File: config.mk
export PLATFORM = sky130hd
export DESIGN_NAME = sys_ctrl_regbank_flat
export DESIGN_NICKNAME = d
export VERILOG_FILES = /design/src/rtl/sys_ctrl_pkg.sv /design/src/rtl/sys_ctrl_regbank_if.sv /design/src/rtl/sys_ctrl_err_tracker.sv /design/src/rtl/sys_ctrl_regbank.sv /design/src/flat_wrapper.sv
export SDC_FILE = /design/constraint.sdc
export NUM_CORES = 1
export LEC_CHECK = 0
export ABC_AREA = 1
export CAP_MARGIN = 20
export CORE_MARGIN = 5
export CORE_UTILIZATION = 45
export CTS_BUF_LIST = sky130_fd_sc_hd__clkbuf_4 sky130_fd_sc_hd__clkbuf_8 sky130_fd_sc_hd__clkbuf_16
export CTS_CLUSTER_DIAMETER = 80
export DETAILED_ROUTE_END_ITERATION = 10
export PLACE_DENSITY = 0.75
export SETUP_SLACK_MARGIN = 0.2
export SLEW_MARGIN = 10
export SYNTH_ARGS = -nofsm -noshare
export SYNTH_HDL_FRONTEND = slang
export SYNTH_HIERARCHICAL = 1
export SYNTH_SLANG_ARGS = --single-unit
File: constraint.sdc
create_clock -name i_sys_clk -period 4.9 [get_ports i_sys_clk]
set_clock_uncertainty 0.1 [all_clocks]
set_input_delay 0.735 -clock i_sys_clk [delete_from_list [all_inputs] [get_ports i_sys_clk]]
set_output_delay 0.735 -clock i_sys_clk [all_outputs]
set_load 0.03 [all_outputs]
File: src/rtl/sys_ctrl_pkg.sv
// Shared constants for the system control register bank:
// IOC map, reset values and soft-reset FSM encoding.
package sys_ctrl_pkg;

  localparam logic [4:0] IOC_MOD_VER   = 5'h00;
  localparam logic [4:0] IOC_SYS_VER   = 5'h01;
  localparam logic [4:0] IOC_MANU_ID   = 5'h02;
  localparam logic [4:0] IOC_ERR_FLAGS = 5'h03;
  localparam logic [4:0] IOC_ERR_MASK  = 5'h04;
  localparam logic [4:0] IOC_DEBUG     = 5'h05;
  localparam logic [4:0] IOC_TX_GAP    = 5'h06;
  localparam logic [4:0] IOC_CNT_LO    = 5'h07;
  localparam logic [4:0] IOC_CNT_HI    = 5'h08;
  localparam logic [4:0] IOC_CTRL      = 5'h09;
  localparam logic [4:0] IOC_SCRATCH   = 5'h10;

  localparam logic [7:0] RST_DATA_OUT  = 8'h00;
  localparam logic [7:0] RST_DEBUG     = 8'h00;
  localparam logic [7:0] RST_SCRATCH   = 8'h00;

  typedef enum logic {
    ST_IDLE,
    ST_PULSE
  } srst_state_e;

  function automatic logic is_scratch(
    input logic [4:0] ioc,
    input int         n
  );
    return ioc[4] && (int'(ioc[3:0]) < n);
  endfunction

endpackage

File: src/rtl/sys_ctrl_regbank_if.sv
// IOC control bus between the SPI command decoder
// and the system control register bank.
interface sys_ctrl_regbank_if;
  logic [4:0] i_ioc;
  logic [7:0] i_data_in;
  logic [7:0] o_data_out;
  logic       i_cs;
  logic       i_fetch_cmd;
  logic       i_load_cmd;

  modport master (
    output i_ioc, i_data_in, i_cs,
    output i_fetch_cmd, i_load_cmd,
    input  o_data_out
  );

  modport slave (
    input  i_ioc, i_data_in, i_cs,
    input  i_fetch_cmd, i_load_cmd,
    output o_data_out
  );
endinterface

File: src/rtl/sys_ctrl_err_tracker.sv
// Sticky masked error flags, saturating event counter
// with high-byte shadow, and interrupt generation.
module sys_ctrl_err_tracker #(
  parameter int NUM_ERR   = 8,
  parameter int CNT_WIDTH = 16
) (
  input  logic                 i_clk,
  input  logic                 i_rst,
  input  logic [NUM_ERR-1:0]   i_err_evt,
  input  logic                 i_flags_w1c,
  input  logic [NUM_ERR-1:0]   i_w1c_bits,
  input  logic                 i_mask_we,
  input  logic [NUM_ERR-1:0]   i_mask_data,
  input  logic                 i_cnt_clr,
  input  logic                 i_snap,
  output logic [NUM_ERR-1:0]   o_flags,
  output logic [NUM_ERR-1:0]   o_mask,
  output logic [CNT_WIDTH-1:0] o_cnt,
  output logic [CNT_WIDTH-9:0] o_shadow,
  output logic                 o_cnt_sat,
  output logic                 o_err_irq
);

  logic [NUM_ERR-1:0]   r_flags;
  logic [NUM_ERR-1:0]   r_mask;
  logic [CNT_WIDTH-1:0] r_cnt;
  logic [CNT_WIDTH-9:0] r_shadow;
  logic [NUM_ERR-1:0]   w_clr_bits;
  logic                 w_hit;
  logic                 w_sat;

  assign w_clr_bits = i_flags_w1c ? i_w1c_bits : '0;
  assign w_hit      = |(i_err_evt & ~r_mask);
  assign w_sat      = &r_cnt;

  // New events are OR-ed after the clear so set beats W1C
  always_ff @(posedge i_clk or posedge i_rst) begin
    if (i_rst) begin
      r_flags <= '0;
      r_mask  <= '1;
    end else begin
      r_flags <= (r_flags & ~w_clr_bits) | i_err_evt;
      if (i_mask_we) r_mask <= i_mask_data;
    end
  end

  always_ff @(posedge i_clk or posedge i_rst) begin
    if (i_rst) begin
      r_cnt    <= '0;
      r_shadow <= '0;
    end else if (i_cnt_clr) begin
      r_cnt    <= '0;
      r_shadow <= '0;
    end else begin
      if (w_hit && !w_sat) r_cnt <= r_cnt + CNT_WIDTH'(1);
      if (i_snap) r_shadow <= r_cnt[CNT_WIDTH-1:8];
    end
  end

  assign o_flags   = r_flags;
  assign o_mask    = r_mask;
  assign o_cnt     = r_cnt;
  assign o_shadow  = r_shadow;
  assign o_cnt_sat = w_sat;
  assign o_err_irq = |(r_flags & ~r_mask);

endmodule

File: src/rtl/sys_ctrl_regbank.sv
// System control register bank: IOC decode, read mux,
// soft-reset pulse FSM and scratch registers.
module sys_ctrl_regbank
  import sys_ctrl_pkg::*;
#(
  parameter int          NUM_ERR         = 8,
  parameter int          CNT_WIDTH       = 16,
  parameter int          GAP_WIDTH       = 4,
  parameter int          NUM_SCRATCH     = 4,
  parameter int          SOFT_RST_CYCLES = 16,
  parameter logic [7:0]  MODULE_VERSION  = 8'h02,
  parameter logic [7:0]  SYSTEM_VERSION  = 8'h01,
  parameter logic [7:0]  MANU_ID         = 8'h01
) (
  input  logic                     i_sys_clk,
  input  logic                     i_rst,
  sys_ctrl_regbank_if.slave        bus,
  input  logic [NUM_ERR-1:0]       i_err_evt,
  output logic                     o_err_irq,
  output logic [7:0]               o_debug_modes,
  output logic [GAP_WIDTH-1:0]     o_tx_sample_gap,
  output logic                     o_soft_rst,
  output logic [8*NUM_SCRATCH-1:0] o_scratch
);

  logic                              w_rd;
  logic                              w_wr;
  logic                              w_is_scr;
  logic [7:0]                        w_rdata;
  logic [7:0]                        w_scr_rd;
  logic                              w_srst_req;
  logic [NUM_ERR-1:0]                w_flags;
  logic [NUM_ERR-1:0]                w_mask;
  logic [CNT_WIDTH-1:0]              w_cnt;
  logic [CNT_WIDTH-9:0]              w_shadow;
  logic                              w_cnt_sat;
  logic [7:0]                        r_data_out;
  logic [7:0]                        r_debug;
  logic [GAP_WIDTH-1:0]              r_gap;
  logic [NUM_SCRATCH-1:0][7:0]       r_scratch;
  srst_state_e                       r_state;
  srst_state_e                       w_state_nxt;
  logic [7:0]                        r_rst_cnt;
  logic [7:0]                        w_rst_cnt_nxt;

  assign w_rd     = bus.i_cs & bus.i_fetch_cmd;
  assign w_wr     = bus.i_cs & bus.i_load_cmd & ~bus.i_fetch_cmd;
  assign w_is_scr = is_scratch(bus.i_ioc, NUM_SCRATCH);

  assign w_srst_req = w_wr && (bus.i_ioc == IOC_CTRL)
                    && bus.i_data_in[0];

  sys_ctrl_err_tracker #(
    .NUM_ERR   (NUM_ERR),
    .CNT_WIDTH (CNT_WIDTH)
  ) u_err (
    .i_clk       (i_sys_clk),
    .i_rst       (i_rst),
    .i_err_evt   (i_err_evt),
    .i_flags_w1c (w_wr && (bus.i_ioc == IOC_ERR_FLAGS)),
    .i_w1c_bits  (bus.i_data_in[NUM_ERR-1:0]),
    .i_mask_we   (w_wr && (bus.i_ioc == IOC_ERR_MASK)),
    .i_mask_data (bus.i_data_in[NUM_ERR-1:0]),
    .i_cnt_clr   (w_wr && (bus.i_ioc == IOC_CTRL)
                  && bus.i_data_in[1]),
    .i_snap      (w_rd && (bus.i_ioc == IOC_CNT_LO)),
    .o_flags     (w_flags),
    .o_mask      (w_mask),
    .o_cnt       (w_cnt),
    .o_shadow    (w_shadow),
    .o_cnt_sat   (w_cnt_sat),
    .o_err_irq   (o_err_irq)
  );

  always_comb begin
    w_scr_rd = 8'h00;
    for (int k = 0; k < NUM_SCRATCH; k++) begin
      if (bus.i_ioc[3:0] == 4'(k)) w_scr_rd = r_scratch[k];
    end
  end

  always_comb begin
    w_rdata = 8'h00;
    unique case (1'b1)
      w_is_scr:                     w_rdata = w_scr_rd;
      (bus.i_ioc == IOC_MOD_VER):   w_rdata = MODULE_VERSION;
      (bus.i_ioc == IOC_SYS_VER):   w_rdata = SYSTEM_VERSION;
      (bus.i_ioc == IOC_MANU_ID):   w_rdata = MANU_ID;
      (bus.i_ioc == IOC_ERR_FLAGS): w_rdata = 8'(w_flags);
      (bus.i_ioc == IOC_ERR_MASK):  w_rdata = 8'(w_mask);
      (bus.i_ioc == IOC_DEBUG):     w_rdata = r_debug;
      (bus.i_ioc == IOC_TX_GAP):    w_rdata = 8'(r_gap);
      (bus.i_ioc == IOC_CNT_LO):    w_rdata = w_cnt[7:0];
      (bus.i_ioc == IOC_CNT_HI):    w_rdata = 8'(w_shadow);
      (bus.i_ioc == IOC_CTRL):
        w_rdata = {6'b0, w_cnt_sat, r_state == ST_PULSE};
      default:                      w_rdata = 8'h00;
    endcase
  end

  always_ff @(posedge i_sys_clk or posedge i_rst) begin
    if (i_rst) begin
      r_data_out <= RST_DATA_OUT;
      r_debug    <= RST_DEBUG;
      r_gap      <= '0;
      r_scratch  <= '{default: RST_SCRATCH};
    end else begin
      if (w_rd) r_data_out <= w_rdata;
      if (w_wr && (bus.i_ioc == IOC_DEBUG))
        r_debug <= bus.i_data_in;
      if (w_wr && (bus.i_ioc == IOC_TX_GAP))
        r_gap <= bus.i_data_in[GAP_WIDTH-1:0];
      for (int k = 0; k < NUM_SCRATCH; k++) begin
        if (w_wr && w_is_scr && (bus.i_ioc[3:0] == 4'(k)))
          r_scratch[k] <= bus.i_data_in;
      end
    end
  end

  always_ff @(posedge i_sys_clk or posedge i_rst) begin
    if (i_rst) begin
      r_state   <= ST_IDLE;
      r_rst_cnt <= 8'h00;
    end else begin
      r_state   <= w_state_nxt;
      r_rst_cnt <= w_rst_cnt_nxt;
    end
  end

  // A request while pulsing reloads the count and stretches the pulse
  always_comb begin
    w_state_nxt   = r_state;
    w_rst_cnt_nxt = r_rst_cnt;
    unique case (r_state)
      ST_IDLE: begin
        if (w_srst_req) begin
          w_state_nxt   = ST_PULSE;
          w_rst_cnt_nxt = 8'(SOFT_RST_CYCLES);
        end
      end
      ST_PULSE: begin
        if (w_srst_req)
          w_rst_cnt_nxt = 8'(SOFT_RST_CYCLES);
        else if (r_rst_cnt == 8'd1)
          w_state_nxt = ST_IDLE;
        else
          w_rst_cnt_nxt = r_rst_cnt - 8'd1;
      end
      default: w_state_nxt = ST_IDLE;
    endcase
  end

  assign bus.o_data_out   = r_data_out;
  assign o_debug_modes    = r_debug;
  assign o_tx_sample_gap  = r_gap;
  assign o_soft_rst       = (r_state == ST_PULSE);
  assign o_scratch        = r_scratch;

endmodule
File: src/flat_wrapper.sv
// flat-port wrapper written by rule: the top's interface ports become plain ports
module sys_ctrl_regbank_flat import sys_ctrl_pkg::*;
#(
  parameter int          NUM_ERR         = 8,
  parameter int          CNT_WIDTH       = 16,
  parameter int          GAP_WIDTH       = 4,
  parameter int          NUM_SCRATCH     = 4,
  parameter int          SOFT_RST_CYCLES = 16,
  parameter logic [7:0]  MODULE_VERSION  = 8'h02,
  parameter logic [7:0]  SYSTEM_VERSION  = 8'h01,
  parameter logic [7:0]  MANU_ID         = 8'h01
)
  (i_sys_clk, i_rst, i_err_evt, o_err_irq, o_debug_modes, o_tx_sample_gap, o_soft_rst, o_scratch, bus_i_ioc, bus_i_data_in, bus_i_cs, bus_i_fetch_cmd, bus_i_load_cmd, bus_o_data_out);
  sys_ctrl_regbank_if bus_i ();
  input  logic i_sys_clk;
  input  logic i_rst;
  input  logic [NUM_ERR-1:0] i_err_evt;
  output logic o_err_irq;
  output logic [7:0] o_debug_modes;
  output logic [GAP_WIDTH-1:0] o_tx_sample_gap;
  output logic o_soft_rst;
  output logic [8*NUM_SCRATCH-1:0] o_scratch;
  input wire logic [$bits(bus_i.i_ioc)-1:0] bus_i_ioc;
  input wire logic [$bits(bus_i.i_data_in)-1:0] bus_i_data_in;
  input wire logic [$bits(bus_i.i_cs)-1:0] bus_i_cs;
  input wire logic [$bits(bus_i.i_fetch_cmd)-1:0] bus_i_fetch_cmd;
  input wire logic [$bits(bus_i.i_load_cmd)-1:0] bus_i_load_cmd;
  output wire logic [$bits(bus_i.o_data_out)-1:0] bus_o_data_out;
  assign bus_i.i_ioc = bus_i_ioc;
  assign bus_i.i_data_in = bus_i_data_in;
  assign bus_i.i_cs = bus_i_cs;
  assign bus_i.i_fetch_cmd = bus_i_fetch_cmd;
  assign bus_i.i_load_cmd = bus_i_load_cmd;
  assign bus_o_data_out = bus_i.o_data_out;
  sys_ctrl_regbank #(.NUM_ERR(NUM_ERR), .CNT_WIDTH(CNT_WIDTH), .GAP_WIDTH(GAP_WIDTH), .NUM_SCRATCH(NUM_SCRATCH), .SOFT_RST_CYCLES(SOFT_RST_CYCLES), .MODULE_VERSION(MODULE_VERSION), .SYSTEM_VERSION(SYSTEM_VERSION), .MANU_ID(MANU_ID)) u_core (.i_sys_clk(i_sys_clk), .i_rst(i_rst), .bus(bus_i), .i_err_evt(i_err_evt), .o_err_irq(o_err_irq), .o_debug_modes(o_debug_modes), .o_tx_sample_gap(o_tx_sample_gap), .o_soft_rst(o_soft_rst), .o_scratch(o_scratch));
endmodule
* Word level (Yosys, flattened, before mapping)
Index checks and enable logic that the tools add are counted.
** Storage, ports and cells
- Word-level logic and storage cells :: 85
- Input bits :: 26
- Flip-flop bits (word level) :: 101
- Output and inout port bits :: 54
** Operators by class
- Reduce and logical (&&, ||, !) cells :: 25
- Mux-type cells :: 18
- Eq/ne operators :: 15
- $lt $le $gt $ge :: 1
- Bitwise gates (word level) :: 11
- $add $sub $neg :: 2
** Operators by type and width (number)
- 8-bit 2-to-1 mux :: 10
- 8-bit one-hot mux with 10 select lines :: 1
- 16-bit 2-to-1 mux :: 2
- 8-bit bitwise AND :: 3
- 5-bit by 3-bit == test with 1-bit output, second input constant :: 4
- 16-bit by 1-bit adder with 16-bit output, second input constant :: 1
- 8-bit NOT :: 2
- 8-bit one-hot mux with 2 select lines :: 1
- 16-bit AND reduction :: 1
- 8-bit OR reduction :: 2
- 1-bit logical AND :: 15
- 5-bit by 2-bit == test with 1-bit output, second input constant :: 2
- 5-bit by 4-bit == test with 1-bit output, second input constant :: 2
- 4-bit by 2-bit == test with 1-bit output, second input constant :: 2
- 8-bit by 1-bit == test with 1-bit output, second input constant :: 1
- 8-bit OR :: 1
- 8-bit by 1-bit subtractor with 8-bit output, second input constant :: 1
- 5-bit by 1-bit == test with 1-bit output, second input constant :: 1
- 5-bit logical NOT :: 1
- 4-bit by 1-bit == test with 1-bit output, second input constant :: 1
- 4-bit logical NOT :: 1
- 4-bit by 3-bit < comparator with 1-bit output, second input constant :: 1
- 2-bit nonzero test :: 2
- 1-bit bitwise AND :: 3
- other kinds (8) :: 11

* Longest topological paths before layout
- Depth in word-level cells :: 7
- Gate-level depth with buffers :: 11
- Depth with buffers taken out :: 11

* Hierarchy
Netlist, hierarchy kept.
** Modules (own cells, without submodules)
- sys_ctrl_regbank :: instances 1, sequential area each 1526.5 sq um, area each 3319.4 sq um, cells each 443
- sys_ctrl_err_tracker :: instances 1, sequential area each 1011.0 sq um, area each 2108.3 sq um, cells each 273

* Least setup slack after synthesis
OpenSTA, ideal clock, no wires.
- Path type :: input to register
- Start point :: in bus_i_ioc[1]
- End point :: reg u_core.u_err.r_shadow[0], in the netlist u_core/u_err/o_shadow[0]
- Library setup time :: 0.134 ns
- Stages on the path :: 8
- Data arrival time :: 2.189 ns
- Setup slack :: 2.476 ns
- Required time :: 4.666 ns
- Buffers on the path :: 1
- Cell sequence :: inv_1 > nand2_1 > nor2_1 > nand2_1 > nor3_1 > or2_2 > clkbuf_1 > o22ai_1
** Between the ends
- Word-level cells in the longest chain between the ends :: 4
- Elaborated cells between the ends (all ways) :: 7
- Those cells by class :: eq/ne (2); mux (1); reduce/logical (4)
** RTL lines
- from (decl) :: RTL line flat_wrapper.sv:23 : input wire logic [$bits(bus_i.i_ioc)-1:0] bus_i_ioc;
- 5-bit by 4-bit == test with 1-bit output :: RTL line sys_ctrl_regbank.sv:64 : .i_cnt_clr (w_wr && (bus.i_ioc == IOC_CTRL)
- 1-bit logical AND :: RTL line sys_ctrl_regbank.sv:64
- 1-bit logical AND :: RTL line sys_ctrl_regbank.sv:65 : && bus.i_data_in[1]),
- 8-bit 2-to-1 mux / 2-bit nonzero test (equally long branches)
- to (signal assigned) :: RTL line sys_ctrl_err_tracker.sv:56 : if (i_snap) r_shadow <= r_cnt[CNT_WIDTH-1:8];
- to (decl) :: RTL line sys_ctrl_err_tracker.sv:27 : logic [CNT_WIDTH-9:0] r_shadow;
Several ways; a longest one is shown, not always the timed one.
A chain may end at the register's enable or synchronous reset.

* Worst setup path after layout
- Start point :: in bus_i_ioc[0]
- End point :: reg u_core.u_err.r_shadow[0], in the netlist u_core/u_err/o_shadow[0]
The elaborated chain is that of the path after synthesis.

==> metrics <==
post-CTS sizing 0; switching power 789 uW; flops & latches, synth between 100 and 150; Hold Violations, Final 0; clock network fraction of total power 0.339; Reg clk slew, reported paths 0.07 ns; MaxCap Viol Count 0; die width between 100 and 150 um; Final WS setup roughly 1.0 ns; Tot Pwr between 2 and 2.5 mW; initial core utilization 0.456; die height roughly 120 um; GPL Wtd Cong 0.914; number of antenna violations at the first check in global routing 0; leakage power about 3.2 nW; total clock sinks roughly 100; Iteration-0 DRC Markers around 610; sequential share of the synthesized area 0.467; Post-CTS Setup Repair Bufs 0; CP endpoint kind flop; setup TNS 0 ns; GRT Total Usage 0.227; antenna cells 0; Critical-path top delay cell clkdlybuf4s50_1; row count 40; FFs w/ async S/R, synth 1.00; CP most frequent cell nand2_1; largest net degree at the start of global routing around 40; worst-path fanout max 23; router iterations before antenna repair 5; f_max 260 MHz; Syn Std Cell Area approximately 5400 um2; Switching Share 0.319; Slew Viols, Final 0; crit-path cells clkdlybuf4s50_1 > nand2_1 > nor2_1 > nand2_1 > nor3_1 > inv_1 > nand2_1 > o22ai_1; Clock Latency Late Sink roughly 0.35 ns; Post-CTS Hold Buffers 0; CTS tree done; share of layout cells above drive strength 1 0.0641; root buf cell clkbuf_16; Gate power share 0.230; power density cells roughly 370 nW/um2; post-layout min period 3.85 ns; htree depth 3; drt drc 0; average size of a mapped cell roughly 7.6 um2; Clock Tree Buf Depth 2; antenna-violating nets left 0; status finished, final reports clean; startpoint types primary input; critical path type primary input to flop; hold crit path type flop to flop; detail-routed via count per cell approximately 5.5; Final Cycle Share 0.786; # IOs 80; dpl ws 0.788 ns; vias in the first global route between 4000 and 5000; FF-to-FF setup slack between 3 and 4 ns; global route overflow 0; Ys Warns 6; Die Area between 10000 and 15000 um2; crit-path max cell delay approximately 0.81 ns; Post-DP Area around 6300 um2; sequential share of power 0.430; Max IR drop VDD 164 uV; syn nets 745; FILL cells roughly 1100; first-pass GRT wire length 25900 um; Slew headroom 0.361; final instance area around 6700 um2; Pint roughly 1.7 mW; cts bufs inserted 9; WL/cell 16.9 um; Final HPWL DP approximately 12000 um; unrepaired setup endpoints after global routing false; Critical Path AT approximately 4.0 ns; number of flops mapped to enable cells by yosys 0; # nets final just over 800; worst slew pin tran 0.955 ns; Netlist cell types 35; detailed-route via count ~5200; final WL approximately 16000 um; area delta synth->final 22.8%; Port Buffers 79; WP data required around 5.0 ns; Reg area around 2500 um2; post-synthesis cell count between 700 and 800; footprint of the multi-input gates 2520 um2; endpoints failing setup 0; core outline area around 12000 um2; most common flop cell mapped by yosys dfrtp_1
==> worst max-delay path, delay by kind of cell <==
| kind | cells | cell delay, ns |
|---|---|---|
| AO/OA/AOI/OAI | 1 | 0.13 |
| buffers and inverters | 2 | 1.35 |
| AND/OR/NAND/NOR | 5 | 1.76 |
==> layout make-up <==
type                            count  area share
Sequential cell                   101       0.381
Inverter                           69      0.0388
Tap cell                          147      0.0276
Clock inverter                      5      0.0160
Timing Repair Buffer               82       0.122
Clock buffer                       11      0.0370
Multi-Input combinational cell    528       0.378
==> registers in the layout, indices dropped and copies added, names as in the netlist, 4 cells and up <==
name	flops
u_core/u_err/o_shadow	8
u_core/u_err/o_cnt	16
u_core/o_scratch	32
u_core/u_err/o_mask	8
u_core/r_rst_cnt	8
u_core/bus.o_data_out	8
u_core/o_debug_modes	8
u_core/u_err/o_flags	8
u_core/o_tx_sample_gap	4
==> final timing paths <==
check	startpoint	end	cells after the start
max in group asynchronous	i_rst	u_core/o_debug_modes[1]$_DFFE_PP0P_	3
min	u_core/bus.o_data_out[5]$_DFFE_PP0P_	u_core/bus.o_data_out[5]$_DFFE_PP0P_	2
min in group asynchronous	i_rst	u_core/o_soft_rst$_DFF_PP0_	2
max reg2reg	u_core/u_err/o_cnt[0]$_DFFE_PP0P_	u_core/bus.o_data_out[1]$_DFFE_PP0P_	11
max	bus_i_ioc[0]	u_core/u_err/o_shadow[0]$_DFFE_PP0P_	8
min reg2reg	u_core/bus.o_data_out[5]$_DFFE_PP0P_	u_core/bus.o_data_out[5]$_DFFE_PP0P_	2
==> cell usage after synthesis (2+ instances only) <==
master	instances	share of area
nand2_4	5	0.010
o21ai_0	63	0.058
nor2_1	70	0.048
clkbuf_1	5	0.0035
buf_2	7	0.0065
nor2_4	4	0.0083
nor3_1	6	0.0055
buf_6	2	0.0041
a221oi_1	2	0.0032
nand3_1	71	0.065
o22ai_1	8	0.0092
nand2_1	233	0.16
nand4_1	22	0.025
o211ai_1	8	0.011
nor2_2	5	0.0058
ha_1	3	0.0069
nand2_2	2	0.0023
a21o_1	8	0.011
dfstp_2	8	0.039
dfrtp_1	93	0.43
xor2_1	7	0.011
buf_4	2	0.0028
inv_1	68	0.047
o21ai_1	3	0.0028
==> metrics by stage <==
| step | util | hold slack, ns | cells |
|---|---|---|---|
| 6_report | 0.560 | 0.393 | 943 |
| 5_1_grt | 0.560 | 0.424 | 943 |
| 4_1_cts | 0.560 | 0.394 | 943 |
| 3_5_place_dp | 0.530 | 0.375 | 927 |
| 3_3_place_gp | 0.530 | 0.367 | 927 |
| 2_1_floorplan | - | 0.365 | 716 |
==> layer usage <==
layer	global-route usage	up-vias	part of all wire
li1	-	2483	-
met1	0.306	2438	0.42
met4	0.0744	0	0.022
met2	0.369	243	0.47
met3	0.0438	32	0.086
met5	0	-	0
==> kinds of logic (layout without fill, tap and decap cells) <==
group	after synthesis	after routing	synth area share
fa+ha+maj	3	3	0.00692
compound gates	93	93	0.0964
buf+inv	87	167	0.0680
flops	101	101	0.467
xor+xnor	7	7	0.0113
simple gates	425	425	0.350
==> power groups by stage <==
| stage | logic, mW | clock network (mW) | registers [mW] |
|---|---|---|---|
| 6_report | 0.569 | 0.839 | 1.06 |
| 3_5_place_dp | 0.565 | 0 | 1.08 |
| 2_1_floorplan | 0.317 | 0 | 1.11 |
| 5_1_grt | 0.637 | 0.883 | 1.08 |
| 4_1_cts | 0.569 | 0.852 | 1.06 |
| 3_3_place_gp | 0.545 | 0 | 1.07 |
==> layout by cell type, fill, tap and decap left out, types with 2 or more instances in the layout <==
cell,instances
nand2_1,233
dfrtp_1,93
clkdlybuf4s50_1,79
nand3_1,71
nor2_1,70
inv_1,67
o21ai_0,63
nand4_1,22
clkbuf_16,9
o211ai_1,8
o22ai_1,8
a21o_1,8
dfstp_2,8
xor2_1,7
nor3_1,6
nor2_2,5
nand2_4,5
nor2_4,4
bufinv_16,3
o21ai_1,3
ha_1,3
buf_4,3
nand2_2,2
inv_2,2
a221oi_1,2
(Power assumes the default switching activity.)
